<file path="src/rtl/div_pkg.sv">
// Shared types and helpers for the restoring divider.
// State encoding and counter sizing live here.
package div_pkg;

  typedef enum logic [1:0] {
    IDLE,
    RUN,
    DONE
  } div_state_t;

  localparam int DEF_WIDTH = 8;

  function automatic int CNT_W(input int w);
    return $clog2(w + 1);
  endfunction

endpackage

</file>
<file path="src/rtl/shift_left_register.sv">
// Left-shifting register with parallel load.
// Load wins over shift; shift_in enters at the LSB.
module shift_left_register
  import div_pkg::*;
#(
  parameter int WIDTH = DEF_WIDTH
) (
  input  logic             clk,
  input  logic             rst,
  input  logic             load_en,
  input  logic             shift_en,
  input  logic             shift_in,
  input  logic [WIDTH-1:0] d,
  output logic [WIDTH-1:0] q
);

  logic [WIDTH-1:0] r_q;
  logic [WIDTH-1:0] r_d;

  // next value: load, else shift, else hold
  always_comb begin
    r_d = r_q;
    if (load_en) begin
      r_d = d;
    end else if (shift_en) begin
      r_d = {r_q[WIDTH-2:0], shift_in};
    end
  end

  // storage
  always_ff @(posedge clk or posedge rst) begin
    if (rst) begin
      r_q <= '0;
    end else begin
      r_q <= r_d;
    end
  end

  assign q = r_q;

endmodule

</file>
<file path="src/rtl/restoring_divider.sv">
// Sequential unsigned restoring divider, one quotient bit per cycle.
// Optional divide-by-zero detection under DIV_ZERO_DET_EN.
module restoring_divider
  import div_pkg::*;
#(
  parameter int WIDTH = DEF_WIDTH
) (
  input  logic             clk,
  input  logic             rst,
  input  logic             start,
  input  logic [WIDTH-1:0] dividend,
  input  logic [WIDTH-1:0] divisor,
  output logic             busy,
  output logic             done,
  output logic [WIDTH-1:0] quotient,
  output logic [WIDTH-1:0] remainder
`ifdef DIV_ZERO_DET_EN
  ,
  output logic             div_by_zero
`endif
);

  localparam int CW = CNT_W(WIDTH);

  div_state_t state_q, state_d;
  logic [CW-1:0]    cnt_q, cnt_d;
  logic [WIDTH-1:0] m_q, m_d;
  logic [WIDTH-1:0] quo_q, quo_d;
  logic [WIDTH-1:0] rem_q, rem_d;

  logic [WIDTH:0]   a_val;
  logic [WIDTH-1:0] q_val;
  logic [WIDTH:0]   a_sh;
  logic [WIDTH:0]   t_val;
  logic             t_neg;

  logic             a_load, a_shift;
  logic [WIDTH:0]   a_din;
  logic             q_load, q_shift;
  logic             dz_hit;
  logic             unused_a_msb;

  // partial remainder A, one bit wider than the operands
  shift_left_register #(.WIDTH(WIDTH + 1)) u_a (
    .clk      (clk),
    .rst      (rst),
    .load_en  (a_load),
    .shift_en (a_shift),
    .shift_in (q_val[WIDTH-1]),
    .d        (a_din),
    .q        (a_val)
  );

  // Q starts as the dividend and fills with quotient bits
  shift_left_register #(.WIDTH(WIDTH)) u_q (
    .clk      (clk),
    .rst      (rst),
    .load_en  (q_load),
    .shift_en (q_shift),
    .shift_in (~t_neg),
    .d        (dividend),
    .q        (q_val)
  );

  assign a_sh  = {a_val[WIDTH-1:0], q_val[WIDTH-1]};
  assign t_val = a_sh - {1'b0, m_q};
  assign t_neg = t_val[WIDTH];

  // A never exceeds WIDTH bits between steps
  assign unused_a_msb = a_val[WIDTH];

`ifdef DIV_ZERO_DET_EN
  logic dz_q;
  logic dzo_q;

  // remember a zero divisor at accept; flag it with done
  always_ff @(posedge clk or posedge rst) begin
    if (rst) begin
      dz_q  <= 1'b0;
      dzo_q <= 1'b0;
    end else if (state_q == IDLE && start) begin
      dz_q  <= (divisor == '0);
      dzo_q <= 1'b0;
    end else if (state_q == RUN && dz_q) begin
      dzo_q <= 1'b1;
    end
  end

  assign dz_hit      = dz_q;
  assign div_by_zero = dzo_q;
`else
  assign dz_hit = 1'b0;
`endif

  // next state, iteration control and result capture
  always_comb begin
    state_d = state_q;
    cnt_d   = cnt_q;
    m_d     = m_q;
    quo_d   = quo_q;
    rem_d   = rem_q;
    a_load  = 1'b0;
    a_shift = 1'b0;
    a_din   = '0;
    q_load  = 1'b0;
    q_shift = 1'b0;
    unique case (state_q)
      IDLE: begin
        if (start) begin
          state_d = RUN;
          cnt_d   = CW'(WIDTH);
          m_d     = divisor;
          a_load  = 1'b1;
          q_load  = 1'b1;
        end
      end
      RUN: begin
        if (dz_hit) begin
          state_d = DONE;
          quo_d   = '1;
          rem_d   = q_val;
        end else if (cnt_q == '0) begin
          state_d = DONE;
          quo_d   = q_val;
          rem_d   = a_val[WIDTH-1:0];
        end else begin
          cnt_d   = cnt_q - CW'(1);
          q_shift = 1'b1;
          if (t_neg) begin
            a_shift = 1'b1;
          end else begin
            a_load = 1'b1;
            a_din  = t_val;
          end
        end
      end
      DONE: begin
        state_d = IDLE;
      end
      default: begin
        state_d = IDLE;
      end
    endcase
  end

  // control and result registers
  always_ff @(posedge clk or posedge rst) begin
    if (rst) begin
      state_q <= IDLE;
      cnt_q   <= '0;
      m_q     <= '0;
      quo_q   <= '0;
      rem_q   <= '0;
    end else begin
      state_q <= state_d;
      cnt_q   <= cnt_d;
      m_q     <= m_d;
      quo_q   <= quo_d;
      rem_q   <= rem_d;
    end
  end

  assign busy      = (state_q != IDLE);
  assign done      = (state_q == DONE);
  assign quotient  = quo_q;
  assign remainder = rem_q;

endmodule

</file>
<file path="config.mk">
export PLATFORM = sky130hd
export DESIGN_NAME = restoring_divider
export DESIGN_NICKNAME = d
export VERILOG_FILES = /design/src/rtl/div_pkg.sv /design/src/rtl/shift_left_register.sv /design/src/rtl/restoring_divider.sv
export SDC_FILE = /design/constraint.sdc
export NUM_CORES = 1
export LEC_CHECK = 0
export BUFFER_PORTS_ARGS = -buffer_cell sky130_fd_sc_hd__buf_4
export CORE_MARGIN = 10
export CORE_UTILIZATION = 50
export CTS_CLUSTER_DIAMETER = 30
export DETAILED_ROUTE_END_ITERATION = 8
export PLACE_DENSITY_LB_ADDON = 0.25
export SLEW_MARGIN = 20
export SYNTH_ARGS = -nofsm -noshare
export SYNTH_HDL_FRONTEND = slang
export SYNTH_SLANG_ARGS = --single-unit
</file>
<file path="constraint.sdc">
create_clock -name clk -period 5 [get_ports clk]
set_input_delay 1 -clock clk [delete_from_list [all_inputs] [get_ports clk]]
set_output_delay 1 -clock clk [all_outputs]
set_load 0.01 [all_outputs]
</file>
==> results of run 1 <==
-- stage by stage --
step,setup slack (ns),instances
after global routing,2.35,329
after floorplan,2.82,240
final,2.46,329
after CTS,2.48,329
after detailed placement,2.48,321
after global placement,2.54,321
-- worst max-delay path, cell delays in order (launching register included) --
cell and delay (ns):
dfrtp_1 0.39, inv_1 0.07, ha_1 0.21, fa_1 0.45
nor2b_4 0.14, o31a_4 0.14, a2bb2oi_2 0.20, mux2i_4 0.49
o21ai_0 0.16, o22a_1 0.17
-- power by group --
| part | switching (uW) | internal [uW] |
|---|---|---|
| sequential | 133 | 559 |
| clock | 128 | 111 |
| combinational | 620 | 527 |
| total | 880 | 1200 |
-- cell type report --
type	count	area (sq um)	share of cell area
well taps	52	65.1	0.0242
clock buffers	6	82.6	0.0307
inverters	21	78.8	0.0293
flip-flops and latches	46	1150	0.429
repair buffers	38	285	0.106
multi-input cells	164	1010	0.376
clock inverters	2	12.5	0.00466
-- sequential cells by signal, indices dropped and copies added (netlist names) --
name / flops
u_a.q: 8
m_q: 8
state_q: 2
cnt_q: 4
remainder: 8
u_q.q: 8
quotient: 8
-- how the worst max path moves through the flow --
stage                        start  endpoint  slack, ns  cells past startpoint
after detailed placement     start  u_a.q[7]       2.48                      7
after global routing      u_q.q[7]  u_a.q[2]       2.35                      9
final                     u_q.q[7]  u_a.q[2]       2.46                      9
after CTS                 u_q.q[7]  u_a.q[2]       2.48                      9
after floorplan           u_q.q[7]  u_a.q[1]       2.82                     10
after global placement       start  u_a.q[6]       2.54                      7
-- metal layers --
layer / wire, microns / up-vias
li1: - / 884
met1: 2190 / 860
met2: 2550 / 48
met3: 311 / 5
met4: 53 / 0
met5: 0 / -
-- cell families (layout without fill, tap and decap cells) --
kind of cell    count (synthesis)  after routing  share of synthesized area
compound gates                 46             46                      0.141
buf+inv                        30             67                     0.0537
simple gates                   98             98                      0.197
xor+xnor                        6              6                     0.0230
fa+ha+maj                      11             11                     0.0635
flops                          46             46                      0.504
mux                             3              3                     0.0186
-- layout by cell type (no fill, tap or decap), drive strengths merged, types with 3 or more instances in the layout --
cell / count
xnor2: 3
nand2b: 4
o21ai: 21
a222oi: 5
inv: 20
a21oi: 4
mux2i: 3
xor2: 3
dfrtp: 46
ha: 10
a22oi: 3
and3: 4
nand2: 63
nor2: 8
buf: 38
clkbuf: 6
nand4: 5
o211ai: 3
nor2b: 3
-- cell usage after synthesis (4+ instances only) --
cell type  instances
nand4_1            5
nor2_1             8
ha_1              10
nand2_1           62
and3_1             4
nand2b_1           4
dfrtp_1           46
o21ai_0           21
a222oi_1           5
clkbuf_1           5
inv_1             21
a21oi_1            4
==> impl_metrics.ini, run 1 <==
[synthesis]
seq_area_frac_synth = 0.504
syn_nets = 270
synthTopCellsByArea = dfrtp_1, nand2_1, ha_1
netlist_area_sq_um = 2280
synth_ff_type = dfrtp_1
netlist.area_leader.share = 0.504
ys_types = 41
synth_seq_cells = 46
synth_top_area_cell = dfrtp_1
yosysWarnings = 0
synth_edf_count = 0
ys_async_sr_fraction = 1.00
synth_cells = 240
avgSynthCellArea_sq_um = 9.52

[floorplan]
die_x_microns = 87.6
core_area_sq_um = 4380
num_io_pins = 37
row_count = 24
die_y_microns = 87.6
start_util = 0.521
dieArea_sq_um = 7670

[cells_and_area]
final_net_count = 306
area_delta_synth_final_pct = 17.6
postLayoutCellArea_sq_um = 2690
final_util = 0.613
n_antenna_cell = 0
fillCellCount = 399
drive_above_1_share = 0.188

[clock_tree]
postCtsSetupRepairBufs = 0
clock-root-buffer = clkbuf_8
htree_levels = 2
clock_latency_ns = 0.30
tritoncts = yes
cts_buffers = 5
clkTransAtPathRegs_ns = 0.09
cts.path.max_buffers = 2
cts.sink_count = 46
cts_resized = 0
cts_hold_repair.buffers = 0

[global_routing]
grtUsageMet1 = 0.172
grt_overflow = 0
use_met2 = 0.229
antenna_found_initial = 0
grt_pass1_wl_microns = 8670
top_usage_layer = met2
grt_pass1_vias = 1845
track_usage = 0.140
gr-usage-met3 = 0.0455
grt_max_degree = 47

[sta]
relSlewSlack = 0.419
fin_crit_ns = 2.54
fmaxAchievable_mhz = 394
fin_tns_setup_ns = 0
min_period_over_period = 0.507
fin_skew_ns = 0.00850
final-setup-viol-count = 0
hold_viol = 0
rsz0062_at_grt = false
worst_hold_slack_ns = 0.480
worst_pin_slew_ns = 0.868
maxSlewViolCount = 0

[worst_setup_path]
regToRegSetupSlack_ns = 2.46
cp.arrival_ns = 2.73
r2r_start = u_q.q[7]
critPathLaunchType = flip-flop
crit_path_max_fanout = 17
reg2reg_depth = 9
worstSetupPathType = flip-flop to flip-flop
cp.required_ns = 5.20
cp-end-kind = flip-flop
r2r_end = u_a.q[2]

[detailed_routing]
wl_per_cell_microns = 15.5
drt_pass1_iterations = 4
viasPerCell = 5.46
routed_wl_microns = 5100
drtAntennaViolNets = 0
drtIter0Drc = 220
drc = 0
vias = 1797

[pwr]
power_density_nw_per_um2 = 773
leakagePower_uw = 0.00137
max-vdd-ir-drop_mv = 0.520
power_uw = 2080

[min_path]
hold_end = remainder[1]
min_path_type = flip-flop to flip-flop
min-delay-start = remainder[1]
worstHoldPathCells = 2

[placed_design]
io_buffer_count = 36
hpwl_microns = 3560
gp_congestion = 0.821
postPlaceCellArea_sq_um = 2590

[status]
run_status = finished, final reports clean

[run]
maxCapViolCount = 0
(Power assumes the default switching activity.)
==> inputs of run 2 (changes only) <==
Clock period 5 ns to 2.4 ns, I/O delays scaled along.
==> impl_metrics.ini, run 2 (synthesis results as in run 1) <==
[status]
run_status = finished, final reports clean

[cells_and_area]
final_util = 0.636
drive_above_1_share = 0.214
n_antenna_cell = 0
postLayoutCellArea_sq_um = 2790
final_net_count = 314
layout_commonest_cell = nand2_1
area_delta_synth_final_pct = 22.0
final_cell_mix = nand2_1, dfrtp_1, buf_4

[floorplan]
row_count = 24
die_y_microns = 87.6
num_io_pins = 37
dieArea_sq_um = 7670
die_x_microns = 87.6
start_util = 0.521
core_area_sq_um = 4380

[global_routing]
grt_pass1_wl_microns = 8650
grt_max_degree = 25
grt_pass1_vias = 1829
antenna_found_initial = 0
track_usage = 0.141
grt_overflow = 0

[worst_setup_path]
regToRegSetupSlack_ns = 0.17
reg2reg_depth = 10
cp.arrival_ns = 2.46
r2r_start = u_q.q[7]
critPathLaunchType = flip-flop
crit_path_max_fanout = 8
cp-end-kind = flip-flop
r2r_end = u_a.q[3]
worstSetupPathType = flip-flop to flip-flop
cp.required_ns = 2.62

[sta]
worst_pin_slew_ns = 0.886
fmaxAchievable_mhz = 448
hold_viol = 0
relSlewSlack = 0.406
final-setup-viol-count = 0
min_period_over_period = 0.930
fin_tns_setup_ns = 0
fin_skew_ns = 0.0102
fin_crit_ns = 2.23
maxSlewViolCount = 0
rsz0062_at_grt = false
fin_ws_ns = 0.167
worst_hold_slack_ns = 0.249

[clock_tree]
cts.sink_count = 46
cts_buffers = 5
tritoncts = yes
clock_latency_ns = 0.31
htree_levels = 2
clock-root-buffer = clkbuf_8
cts.path.max_buffers = 2
clkTransAtPathRegs_ns = 0.09

[detailed_routing]
routed_wl_microns = 5070
drtIter0Drc = 142
drc = 0
drt_pass1_iterations = 6
drtAntennaViolNets = 0
viasPerCell = 5.34
wl_per_cell_microns = 15.0
vias = 1798

[pwr]
leakagePower_uw = 0.00143
max-vdd-ir-drop_mv = 0.841
switching_share = 0.410
switching_power_uw = 1870
p_comb_frac = 0.570
p_int_uw = 2700
pwr-share-seq = 0.312
power_frac_clock = 0.117
power_density_nw_per_um2 = 1640

[placed_design]
postPlaceCellArea_sq_um = 2660
hpwl_microns = 3760
gp_congestion = 0.827
io_buffer_count = 36
pre_cts_ws_ns = 0.0345

[run]
maxCapViolCount = 0

[min_path]
min_path_type = primary input to async pin
-- run 2: cell types whose count changed in the layout (fill, tap and decap cells not counted) --
cell        change
a2bb2oi_2       -1
a2bb2oi_4       +1
buf_12          +1
buf_4           +6
buf_6           +1
clkbuf_8        +1
clkinv_2        -1
clkinv_4        +1
clkinvlp_4      -1
fa_1            -1
fa_2            +1
-- run 2: final cells by class --
type                    count  area [sq um]
fillers                   381          1600
inverters                  21          78.8
multi-input cells         164          1020
clock inverters             1          8.76
well taps                  52          65.1
flip-flops and latches     46          1150
clock buffers               7          96.3
repair buffers             46           362
-- run 2: power groups by stage --
stage,sequential (uW),clock [uW],combinational [uW]
after global placement,1430,0,2450
after CTS,1430,545,2530
after detailed placement,1450,0,2500
final,1430,537,2610
after global routing,1470,574,2940
after floorplan,1430,0,1800
-- run 2: per-layer routing --
metal  share of wire  vias to the layer above  GRT usage
met1            0.43                      849      0.172
met4           0.014                        0     0.0478
met2            0.49                       45      0.229
met3           0.067                        8     0.0436
met5               0                        -          0
li1                -                      896          -
-- run 2: how the worst max path moves through the flow --
stage | from | slack [ns] | end | cells after the start
finish | u_q.q[7] | 0.17 | u_a.q[3] | 10
global route | u_q.q[7] | 0.007 | u_a.q[5] | 10
CTS | u_q.q[7] | 0.003 | u_a.q[4] | 10
detailed placement | u_q.q[7] | 0.03 | u_a.q[5] | 10
global placement | u_q.q[7] | 0.08 | u_a.q[5] | 10
floorplan | u_q.q[7] | 0.22 | u_a.q[1] | 10
-- run 2: repair_timing --
| action | 4_1_cts | 5_1_grt |
|---|---|---|
| endpoints found under the setup margin | 0 | 7 |
| setup buffers | 0 | 1 |
| hold buffers | 0 | 0 |
| gates resized for setup | 0 | 3 |
-- run 2: stage by stage --
step | instances | total power, uW
CTS | 336 | 4510
finish | 337 | 4580
detailed placement | 328 | 3950
floorplan | 240 | 3230
global placement | 328 | 3880
global route | 337 | 4980
-- run 2: worst max-delay path: stages, from the launching register on --
cell,delay [ns]
dfrtp_1,0.37
inv_1,0.06
ha_1,0.20
fa_2,0.38
nor2b_4,0.13
o31a_4,0.15
a2bb2oi_4,0.17
mux2i_4,0.31
buf_6,0.16
nand4_1,0.10
o211ai_1,0.11
==> inputs of run 3 (changes only) <==
Clock period 2.4 ns to 2.5 ns, I/O delays scaled along.
==> impl_metrics.ini, run 3 (synthesis results as in run 1) <==
[status]
run_status = finished, final reports clean

[cells_and_area]
postLayoutCellArea_sq_um = 2770
n_antenna_cell = 0
drive_above_1_share = 0.208
final_net_count = 313
layout_commonest_cell = nand2_1
area_delta_synth_final_pct = 21.2
final_cell_mix = nand2_1, dfrtp_1, buf_4

[clock_tree]
cts.sink_count = 46
clock_latency_ns = 0.31
cts_buffers = 5
htree_levels = 2
clock-root-buffer = clkbuf_8
tritoncts = yes
cts.path.max_buffers = 2
clkTransAtPathRegs_ns = 0.09

[detailed_routing]
wl_per_cell_microns = 14.7
drc = 0
vias = 1802
drtIter0Drc = 118
drt_pass1_iterations = 4
viasPerCell = 5.36
routed_wl_microns = 4940
drtAntennaViolNets = 0

[sta]
min_period_over_period = 0.936
hold_viol = 0
fin_crit_ns = 2.34
fin_skew_ns = 0.00941
fin_tns_setup_ns = 0
rsz0062_at_grt = false
final-setup-viol-count = 0
relSlewSlack = 0.616
worst_hold_slack_ns = 0.322
fmaxAchievable_mhz = 427
worst_pin_slew_ns = 0.576
maxSlewViolCount = 0

[floorplan]
core_area_sq_um = 4380
num_io_pins = 37
die_y_microns = 87.6
die_x_microns = 87.6
dieArea_sq_um = 7670
row_count = 24
start_util = 0.521

[pwr]
power_density_nw_per_um2 = 1600
max-vdd-ir-drop_mv = 0.775
leakagePower_uw = 0.00142

[worst_setup_path]
crit_path_max_incr_delay_ns = 0.38
critical_path.cell_chain = inv_1, ha_1, fa_2, nor2b_4, o31a_4, a2bb2oi_2, mux2i_4, buf_12, nand2b_1, nand3_1
cp-end-kind = flip-flop
cp.depth = 10
cp.required_ns = 2.69
path_buf_inv = 2
reg2reg_depth = 10
critPathLaunchType = flip-flop
slowest_stage = dfrtp_1
path_delay_family = adder cells
cp.arrival_ns = 2.53
worstSetupPathType = flip-flop to flip-flop
crit_path_max_fanout = 8

[global_routing]
antenna_found_initial = 0
track_usage = 0.138
grt_pass1_wl_microns = 8630
grt_pass1_vias = 1837
grt_max_degree = 47
grt_overflow = 0

[run]
maxCapViolCount = 0

[placed_design]
gp_congestion = 0.846
io_buffer_count = 36
hpwl_microns = 3650
postPlaceCellArea_sq_um = 2650

[min_path]
min_path_type = primary input to async pin
## run 3: timing repair
action	in CTS	in global routing
setup buffers	0	1
gates resized for setup	0	1
hold buffers	0	0
setup endpoints to repair	0	6
## run 3: per-layer routing
metal	vias up	wire (microns)	GRT usage
met2	34	2300	0.219
met1	862	2260	0.174
met4	0	83	0.0565
li1	896	-	-
met3	10	297	0.0381
met5	-	0	0
## run 3: final cells by class
cell class                      instances  area, sq um
Sequential cell                        46         1150
Multi-Input combinational cell        164         1010
Timing Repair Buffer                   45          350
Tap cell                               52         65.1
Clock inverter                          2         37.5
Inverter                               21         78.8
Fill cell                             388         1620
Clock buffer                            6         72.6
## run 3: power breakdown
part           internal [uW]  switching [uW]
logic                   1230            1270
clock network            298             255
registers               1120             253
total                   2640            1780
## run 3: worst reg2reg max path, stage by stage (launching register included)
cell       delay, ns
dfrtp_1         0.38
inv_1           0.06
ha_1            0.22
fa_2            0.38
nor2b_4         0.13
o31a_4          0.14
a2bb2oi_2       0.21
mux2i_4         0.37
buf_12          0.16
nand2b_1        0.11
nand3_1         0.08
## run 3: metrics by stage
step,setup WS (ns),utilization,cells,total power (uW)
after floorplan,0.320,-,240,3100
after global placement,0.185,0.604,327,3780
after detailed placement,0.128,0.604,327,3850
after CTS,0.105,0.629,335,4430
after global routing,0.00633,0.632,336,4840
final,0.160,0.632,336,4420
## run 3: path summary, 6_finish.rpt
path	start	endpoint	slack (ns)
worst max-delay path	u_q.q[7]	u_a.q[5]	0.16
worst max register to register	u_q.q[7]	u_a.q[5]	0.16
worst min-delay path	rst	quotient[2]	0.32
worst min register to register	remainder[6]	remainder[6]	0.48
max in group asynchronous	rst	remainder[4]	1.77
min in group clk	divisor[0]	m_q[0]	0.38
